==> config.mk <==
export PLATFORM = sky130hd
export DESIGN_NAME = alu_issue_ctrl
export DESIGN_NICKNAME = d
export VERILOG_FILES = /design/src/rtl/alu_issue_ctrl.sv
export SDC_FILE = /design/constraint.sdc
export NUM_CORES = 1
export LEC_CHECK = 0
export BUFFER_PORTS_ARGS = -buffer_cell sky130_fd_sc_hd__buf_2
export CORE_MARGIN = 4
export CORE_UTILIZATION = 37
export CTS_BUF_LIST = sky130_fd_sc_hd__clkbuf_8
export CTS_CLUSTER_DIAMETER = 30
export DETAILED_ROUTE_END_ITERATION = 12
export HOLD_SLACK_MARGIN = 0.02
export MAX_ROUTING_LAYER = met4
export SLEW_MARGIN = 20
export SYNTH_ARGS = -nofsm -noshare
export SYNTH_HDL_FRONTEND = slang
export SYNTH_SLANG_ARGS = --single-unit
==> constraint.sdc <==
create_clock -name clk -period 5.3 [get_ports clk]
set_input_delay 0.53 -clock clk [delete_from_list [all_inputs] [get_ports clk]]
set_output_delay 0.53 -clock clk [all_outputs]
set_load 0.02 [all_outputs]
==> src/rtl/alu_issue_ctrl.sv <==
// alu_issue_ctrl
//
// Issue-side sequencer for the 32-bit pipelined ALU. Tagged requests are
// buffered in a small FIFO and then sent to the ALU one at a time. The ALU
// picks its output combinationally from `opcode`, so this block holds
// alu_a/alu_b/alu_opcode steady for the whole latency of the selected unit.
// When that latency has elapsed, it captures alu_out and returns the result,
// together with its tag and opcode, on a valid/ready response port.
//
// Ports:
//   clk, reset            clock (rising edge), asynchronous active-low reset
//   req_valid/req_ready   request handshake (req_ready = FIFO not full)
//   req_opcode/a/b/tag    request payload
//   alu_a/alu_b/alu_opcode  registered operands and opcode to the ALU
//   alu_out               ALU result word
//   rsp_valid/rsp_ready   response handshake
//   rsp_data/tag/opcode   captured result and its request attributes
//   busy                  FSM not idle or FIFO non-empty

module alu_issue_ctrl #(
    parameter int LAT_INT    = 4,
    parameter int LAT_FPADD  = 5,
    parameter int LAT_FPMUL  = 4,
    parameter int LAT_SHIFT  = 3,
    parameter int FIFO_DEPTH = 4,
    parameter int TAG_W      = 4
) (
    input  logic             clk,
    input  logic             reset,
    input  logic             req_valid,
    output logic             req_ready,
    input  logic [2:0]       req_opcode,
    input  logic [31:0]      req_a,
    input  logic [31:0]      req_b,
    input  logic [TAG_W-1:0] req_tag,
    output logic [31:0]      alu_a,
    output logic [31:0]      alu_b,
    output logic [2:0]       alu_opcode,
    input  logic [31:0]      alu_out,
    output logic             rsp_valid,
    input  logic             rsp_ready,
    output logic [31:0]      rsp_data,
    output logic [TAG_W-1:0] rsp_tag,
    output logic [2:0]       rsp_opcode,
    output logic             busy
);

    localparam int MAX_A   = (LAT_INT > LAT_FPADD) ? LAT_INT : LAT_FPADD;
    localparam int MAX_B   = (LAT_FPMUL > LAT_SHIFT) ? LAT_FPMUL : LAT_SHIFT;
    localparam int MAX_LAT = (MAX_A > MAX_B) ? MAX_A : MAX_B;
    localparam int CNT_W   = $clog2(MAX_LAT) + 1;
    localparam int PTR_W   = $clog2(FIFO_DEPTH);

    typedef enum logic [1:0] {
        IDLE = 2'd0,
        EXEC = 2'd1,
        RESP = 2'd2
    } state_t;

    typedef struct packed {
        logic [2:0]       opcode;
        logic [31:0]      a;
        logic [31:0]      b;
        logic [TAG_W-1:0] tag;
    } req_t;

    // Unit latency minus one: the count loaded on the issue edge, so that
    // capture lands exactly L edges after issue.
    function automatic logic [CNT_W-1:0] lat_m1(input logic [2:0] op);
        int l;
        if (op[2])
            l = LAT_SHIFT;
        else if (!op[1])
            l = LAT_INT;
        else if (op[0])
            l = LAT_FPMUL;
        else
            l = LAT_FPADD;
        return CNT_W'(l - 1);
    endfunction

    // ---------------------------------------------------------------
    // Request FIFO (pointers carry one extra wrap bit for full/empty)
    // ---------------------------------------------------------------
    req_t             mem [FIFO_DEPTH];
    logic [PTR_W:0]   wr_ptr;
    logic [PTR_W:0]   rd_ptr;
    logic             full;
    logic             empty;
    logic             push;
    logic             pop;
    req_t             head;

    state_t           state;
    logic [CNT_W-1:0] cnt;
    logic [TAG_W-1:0] tag_q;

    assign empty     = (wr_ptr == rd_ptr);
    assign full      = (wr_ptr[PTR_W] != rd_ptr[PTR_W]) &&
                       (wr_ptr[PTR_W-1:0] == rd_ptr[PTR_W-1:0]);
    assign req_ready = !full;
    assign push      = req_valid && !full;
    assign head      = mem[rd_ptr[PTR_W-1:0]];

    // Pop and issue are the same event: leaving IDLE, or a RESP handshake,
    // with work waiting.
    assign pop  = !empty && ((state == IDLE) || ((state == RESP) && rsp_ready));
    assign busy = (state != IDLE) || !empty;

    // NOTE: storage has no reset; the pointers alone define which entries
    // are valid, so clearing the array would only cost flops.
    always_ff @(posedge clk) begin
        if (push)
            mem[wr_ptr[PTR_W-1:0]] <= '{opcode: req_opcode, a: req_a, b: req_b, tag: req_tag};
    end

    always_ff @(posedge clk or negedge reset) begin
        if (!reset) begin
            wr_ptr <= '0;
            rd_ptr <= '0;
        end else begin
            if (push)
                wr_ptr <= wr_ptr + 1'b1;
            if (pop)
                rd_ptr <= rd_ptr + 1'b1;
        end
    end

    // ---------------------------------------------------------------
    // Issue / execute / respond FSM
    // ---------------------------------------------------------------
    // NOTE: all state is assigned with <= so every register samples the
    // pre-edge values; the issue block below can therefore safely override
    // the state chosen in the case statement.
    always_ff @(posedge clk or negedge reset) begin
        if (!reset) begin
            state      <= IDLE;
            cnt        <= '0;
            tag_q      <= '0;
            alu_a      <= '0;
            alu_b      <= '0;
            alu_opcode <= '0;
            rsp_valid  <= 1'b0;
            rsp_data   <= '0;
            rsp_tag    <= '0;
            rsp_opcode <= '0;
        end else begin
            case (state)
                IDLE: ;
                EXEC: begin
                    if (cnt != '0) begin
                        cnt <= cnt - 1'b1;
                    end else begin
                        rsp_data   <= alu_out;
                        rsp_tag    <= tag_q;
                        rsp_opcode <= alu_opcode;
                        rsp_valid  <= 1'b1;
                        state      <= RESP;
                    end
                end
                RESP: begin
                    if (rsp_ready) begin
                        rsp_valid <= 1'b0;
                        state     <= IDLE;
                    end
                end
                default: state <= IDLE;
            endcase

            // Issue: ALU inputs change only here, so the ALU stays quiet
            // and its output mux sees a stable opcode in between.
            if (pop) begin
                alu_a      <= head.a;
                alu_b      <= head.b;
                alu_opcode <= head.opcode;
                tag_q      <= head.tag;
                cnt        <= lat_m1(head.opcode);
                state      <= EXEC;
            end
        end
    end

endmodule

## Yosys cells after proc, flatten, opt, wreduce, memory -nomap -nowiden

Memories as Yosys holds them, arrays and structs flattened.
Index checks and enable logic that the tools add are counted.

- Flip-flop bits (word level): 123
- Bits in latches: 0
- Bits in writable memories: 284
- Memory bits (read-only): 0
- Memories kept: 1

Memory list:

| memory | words | width | read ports | clocked after Yosys merged registers in | wr ports | RTL line | source |
|---|---|---|---|---|---|---|---|
| mem | 4 | 71 | 1 | 0 | 1 | 85 | `req_t mem [FIFO_DEPTH];` |

- Add/subtract/negate cells: 4
- Multiply operators: 0
- Divide/modulo/power cells: 0
- Order comparisons: 0
- Equality and inequality tests: 10
- Shifts and indexed selects: 0
- Muxes and demuxes: 16
- Bitwise gates (word level): 1
- Reduce and logical (&&, ||, !) cells: 18

Operator list:

| cell | number |
|---|---|
| 4-bit two-way mux | 4 |
| 2-bit nonzero test | 4 |
| 3-bit by 1-bit adder with 3-bit output, second input constant | 2 |
| 1-bit two-way mux | 6 |
| 2-bit two-way mux | 3 |
| 2-bit inequality test, second input constant | 3 |
| 3-bit inequality test, second input constant | 2 |
| 2-bit one-hot mux with 3 select lines | 1 |
| 3-bit AND reduction | 2 |
| 1-bit logical AND | 4 |
| 2-bit AND reduction | 2 |
| 4-bit nonzero test | 1 |
| 4-bit by 1-bit subtractor with 4-bit output, second input constant | 1 |
| 4-bit by 2-bit subtractor with 4-bit output, second input constant | 1 |
| 3-bit equality test | 1 |
| 3-bit two-way mux | 1 |
| 2-bit by 1-bit equality test with 1-bit output, second input constant | 1 |
| 2-bit equality test | 1 |
| 2-bit equality test, second input constant | 1 |
| 1-bit logical NOT | 2 |
| 2-bit logical NOT | 1 |
| 1-bit logical OR | 2 |
| 1-bit one-hot mux with 2 select lines | 1 |
| 1-bit inequality test | 1 |
| 1-bit NOT | 1 |

## Logic depth before layout (Yosys ltp)

- Depth after elaboration: 7
- Depth in mapped cells: 6
- Depth with buffers taken out: 6

## Worst setup path after synthesis

No wires, ideal clock.

- Kind: flip-flop to flip-flop
- From: register rd_ptr[1]
- To: memory mem[3][0] (netlist name) (enable)
- Setup time: 0.438 ns
- Arrival time: 2.844 ns
- Path slack: 2.018 ns
- Cell stages (with the launch flop): 5
- Path buffers: 1
- Clock period less this slack: 3.282 ns
- Cells stage by stage: dfrtp_1 -> buf_2 -> xnor2_1 -> a31oi_1 -> and2_1

- Longest elaborated chain between the ends: 6

RTL lines:

| item | RTL line | source |
|---|---|---|
| from (decl) | 87 | `logic [PTR_W:0] rd_ptr;` |
| from (signal assigned) | 125 | `rd_ptr <= rd_ptr + 1'b1;` |
| 2-bit equality test | 100 | `(wr_ptr[PTR_W-1:0] == rd_ptr[PTR_W-1:0]);` |
| 1-bit logical AND | 99 | `assign full = (wr_ptr[PTR_W] != rd_ptr[PTR_W]) &&` |
| 1-bit logical NOT | 102 | `assign push = req_valid && !full;` |
| 1-bit logical AND | 102 |  |
| 1-bit two-way mux | 113 | `if (push)` |
| 1-bit two-way mux (not written as such) | 114 | `mem[wr_ptr[PTR_W-1:0]] <= '{opcode: req_opcode, a: req_a, b: req_b, tag: req_tag};` |
| to (decl) | 85 |  |

Every way passes these cells.

## Worst setup path in the final report

- From: register rd_ptr[1]
- To: memory mem[3][38] (netlist name) (enable)

The elaborated chain is that of the path after synthesis.

==> impl_metrics.csv <==
group,metric,value,unit
setup_path,crit_slowest_cell,"and2_4",
power,ir_drop,0.325,mV
setup_path,critPathKind,"flop to flop",
placed_design,gp_congestion,0.760,
yosys,yosysSeqAreaShare,0.773,
clock_network,cts_root_buf,"clkbuf_8",
timing,setup_viol,0,
clock_network,clock_sinks,407,
finish,final_nets,1083,
placed_design,dp_hpwl,19200,um
yosys,synth_top_area_cell,"edfxtp_1",
yosys,synth_top_area_share,0.568,
clock_network,htree_levels,3,
placed_design,io_buffers,215,
finish,num-fill-cells,3335,
timing,tns,0,ps
clock_network,clock_latency,620,ps
detailed_routing,route.detailed.drc,0,
yosys,yosys-top-cells-area,"edfxtp_1, dfrtp_1, mux4_2",
power,finalPower,12.4,mW
clock_network,cts_resized,0,
die,core,39900,sq um
finish,layout-area-overhead-vs-synth,26.3,%
die,dieArea,43900,sq um
timing,period_minus_slack,3170,ps
yosys,synth-seq-cells,407,
grt,grt_max_degree,92,
clock_network,cts_tree,"built",
timing,fmax,0.316,GHz
power,power.density,654,nW/um^2
detailed_routing,ant_nets,0,
setup_path,cp-end-kind,"flop",
die,initial_utilization,0.376,
power,leakagePower,7.25,nW
detailed_routing,drt_iter0_drc,322,
setup_path,cp_data_required_time,5550,ps
placed_design,place_area,16800,sq um
setup_path,critPathMaxStageDelay,770,ps
timing,finalCritPeriodShare,0.598,
yosys,syn_area,15000,sq um
detailed_routing,wirelength,31400,um
yosys,synthDistinctLibCells,33,
clock_network,cts_buffers,92,
timing,fin_skew,28.0,ps
yosys,avgSynthCellArea,22.1,sq um
timing,worst_pin_slew,905,ps
setup_path,worstPathArrival,3420,ps
clock_network,path_clk_slew,60,ps
detailed_routing,vias_per_cell,4.72,
clock_network,cts_setup_buffers,0,
timing,rsz0062_at_grt,"no",
die,pin_count,216,
die,die_y,209,um
setup_path,crit_chain,"xnor2_1 > a31oi_1 > and2_4 > buf_4",
clock_network,cts.path.max_buffers,3,
finish,final-seq-area,11600,sq um
detailed_routing,wire_per_inst,19.9,um
setup_path,worst_setup_path_start_kind,"flop",
yosys,netlist_instances,678,
yosys,synth_warnings,0,
timing,slew_viol_final,0,
detailed_routing,num_vias,7462,
detailed_routing,drtPass1Iterations,4,
hold_path,hold_path.class,"primary input to flop",
grt,grt_pass1_wl,48800,um
flow_run,cap_violations,0,
die,rows,73,
timing,hold_violations,0,
grt,antenna_found_initial,7,
grt,grt_pass1_vias,8150,
finish,fin_area,19000,sq um
finish,multiInputGateArea,3280,sq um
grt,grt_usage,0.149,
grt,grt_overflow,0,
timing,maxSlewHeadroom,0.396,
die,fp.dieW,209,um
finish,drive_gt1_frac,0.539,
run_status,status,"finished, final reports clean",
yosys,synth.net_count,791,
setup_path,cp_max_fo,48,
worst paths after layout:
check / slack [ps] / from / cells after the start / endpoint
setup / recovery: 2130 / rd_ptr[1] / 4 / mem[3][38]
hold / removal: 130 / req_b[21] / 1 / mem[3][25]
setup reg to reg: 2130 / rd_ptr[1] / 4 / mem[3][38]
hold reg to reg: 500 / alu_b[5] / 1 / alu_b[5]
max in group asynchronous: 3610 / reset / 3 / rd_ptr[1]
min in group asynchronous: 570 / reset / 2 / rsp_data[0]
metal layers:
metal | global-route usage | up-vias | wire length, um
met3 | 0.0517 | 49 | 2580
li1 | - | 3357 | -
met1 | 0.193 | 3819 | 13700
met4 | 0.0513 | 0 | 628
met5 | - | - | 0
met2 | 0.221 | 237 | 14500
cell families (layout without fill, tap and decap cells):
group | after synthesis | in the layout | share of synthesized area
DFF | 407 | 407 | 0.773
AOI/OAI and AO/OA | 16 | 16 | 0.00750
adders and majority gates | 6 | 6 | 0.00500
muxes | 182 | 182 | 0.190
and+or+nand+nor | 23 | 23 | 0.00933
other | 0 | 6 | 0
buffers and inverters | 36 | 407 | 0.0107
xor gates and xnor gates | 8 | 8 | 0.00467
sequential cells by signal (all words and copies together), names as in the netlist:
signal / count
mem: 284
alu_a: 32
alu_b: 32
rsp_data: 32
cnt: 4
rsp_tag: 4
tag_q: 4
alu_opcode: 3
rd_ptr: 3
rsp_opcode: 3
wr_ptr: 3
state: 2
rsp_valid: 1
area by class of cell:
cell class / instances / share of cell area
sequential: 407 / 0.613
timing repair buffer: 227 / 0.0652
tap: 525 / 0.0347
clock buffer: 111 / 0.0806
antenna: 6 / 0.000792
multi-input combinational: 235 / 0.173
clock inverter: 62 / 0.0319
inverter: 7 / 0.00139
cells in the final DEF, fill, tap and decap left out, types with 5 or more instances in the layout:
cell	synthesis	final
buf_2	14	214
buf_4	2	8
bufinv_16	0	11
clkbuf_8	0	111
clkinv_2	0	15
dfrtp_1	123	121
diode_2	0	6
edfxtp_1	284	284
ha_1	6	6
inv_1	7	31
mux2_2	111	111
mux4_2	71	71
xnor2_1	5	5
through the flow:
stage                     cells   util  hold slack (ps)  setup slack, ps
after floorplan             678      -              234             2020
after global placement     1397  0.419              483             2160
after detailed placement   1400  0.421              490             2030
after CTS                  1574  0.474             61.4             2010
after global routing       1580  0.475             71.9             1880
final                      1580  0.475              127             2130
Yosys cell counts, drive strengths merged:
| cell type | number |
|---|---|
| a311oi | 1 |
| o211ai | 2 |
| nand2 | 3 |
| or4 | 1 |
| or4b | 1 |
| nor2 | 4 |
| mux4 | 71 |
| dfrtp | 123 |
| o21a | 1 |
| a31oi | 1 |
| a21o | 1 |
| nand3 | 1 |
| and2 | 6 |
| nor3b | 1 |
| inv | 7 |
| clkbuf | 8 |
| edfxtp | 284 |
| and3b | 1 |
| a221o | 1 |
| o22ai | 1 |
| buf | 21 |
| a211oi | 2 |
| nand4b | 1 |
| nor4bb | 1 |
| nor2b | 3 |
| xnor2 | 5 |
| o21ai | 4 |
| xor2 | 3 |
| mux2 | 111 |
| ha | 6 |
| a21oi | 2 |
what timing repair did:
item                       in CTS  in global routing
setup endpoints to repair       0                  0
hold buffers                    1                  0
hold endpoints to repair       10                  0
power by group:
part	leakage [nW]	internal (mW)	switching [mW]
Sequential	4.05	4.47	0.445
Clock	1.18	2.46	1.42
Combinational	2.01	1.66	1.95
Total	7.25	8.58	3.82
critical path, delay by kind of cell, from the launching register on:
kind | cells | cell delay, ps
xor+xnor | 1 | 250
compound gates | 1 | 560
simple gates | 1 | 770
flops | 1 | 700
buf+inv | 1 | 490
(Power assumes the default switching activity.)
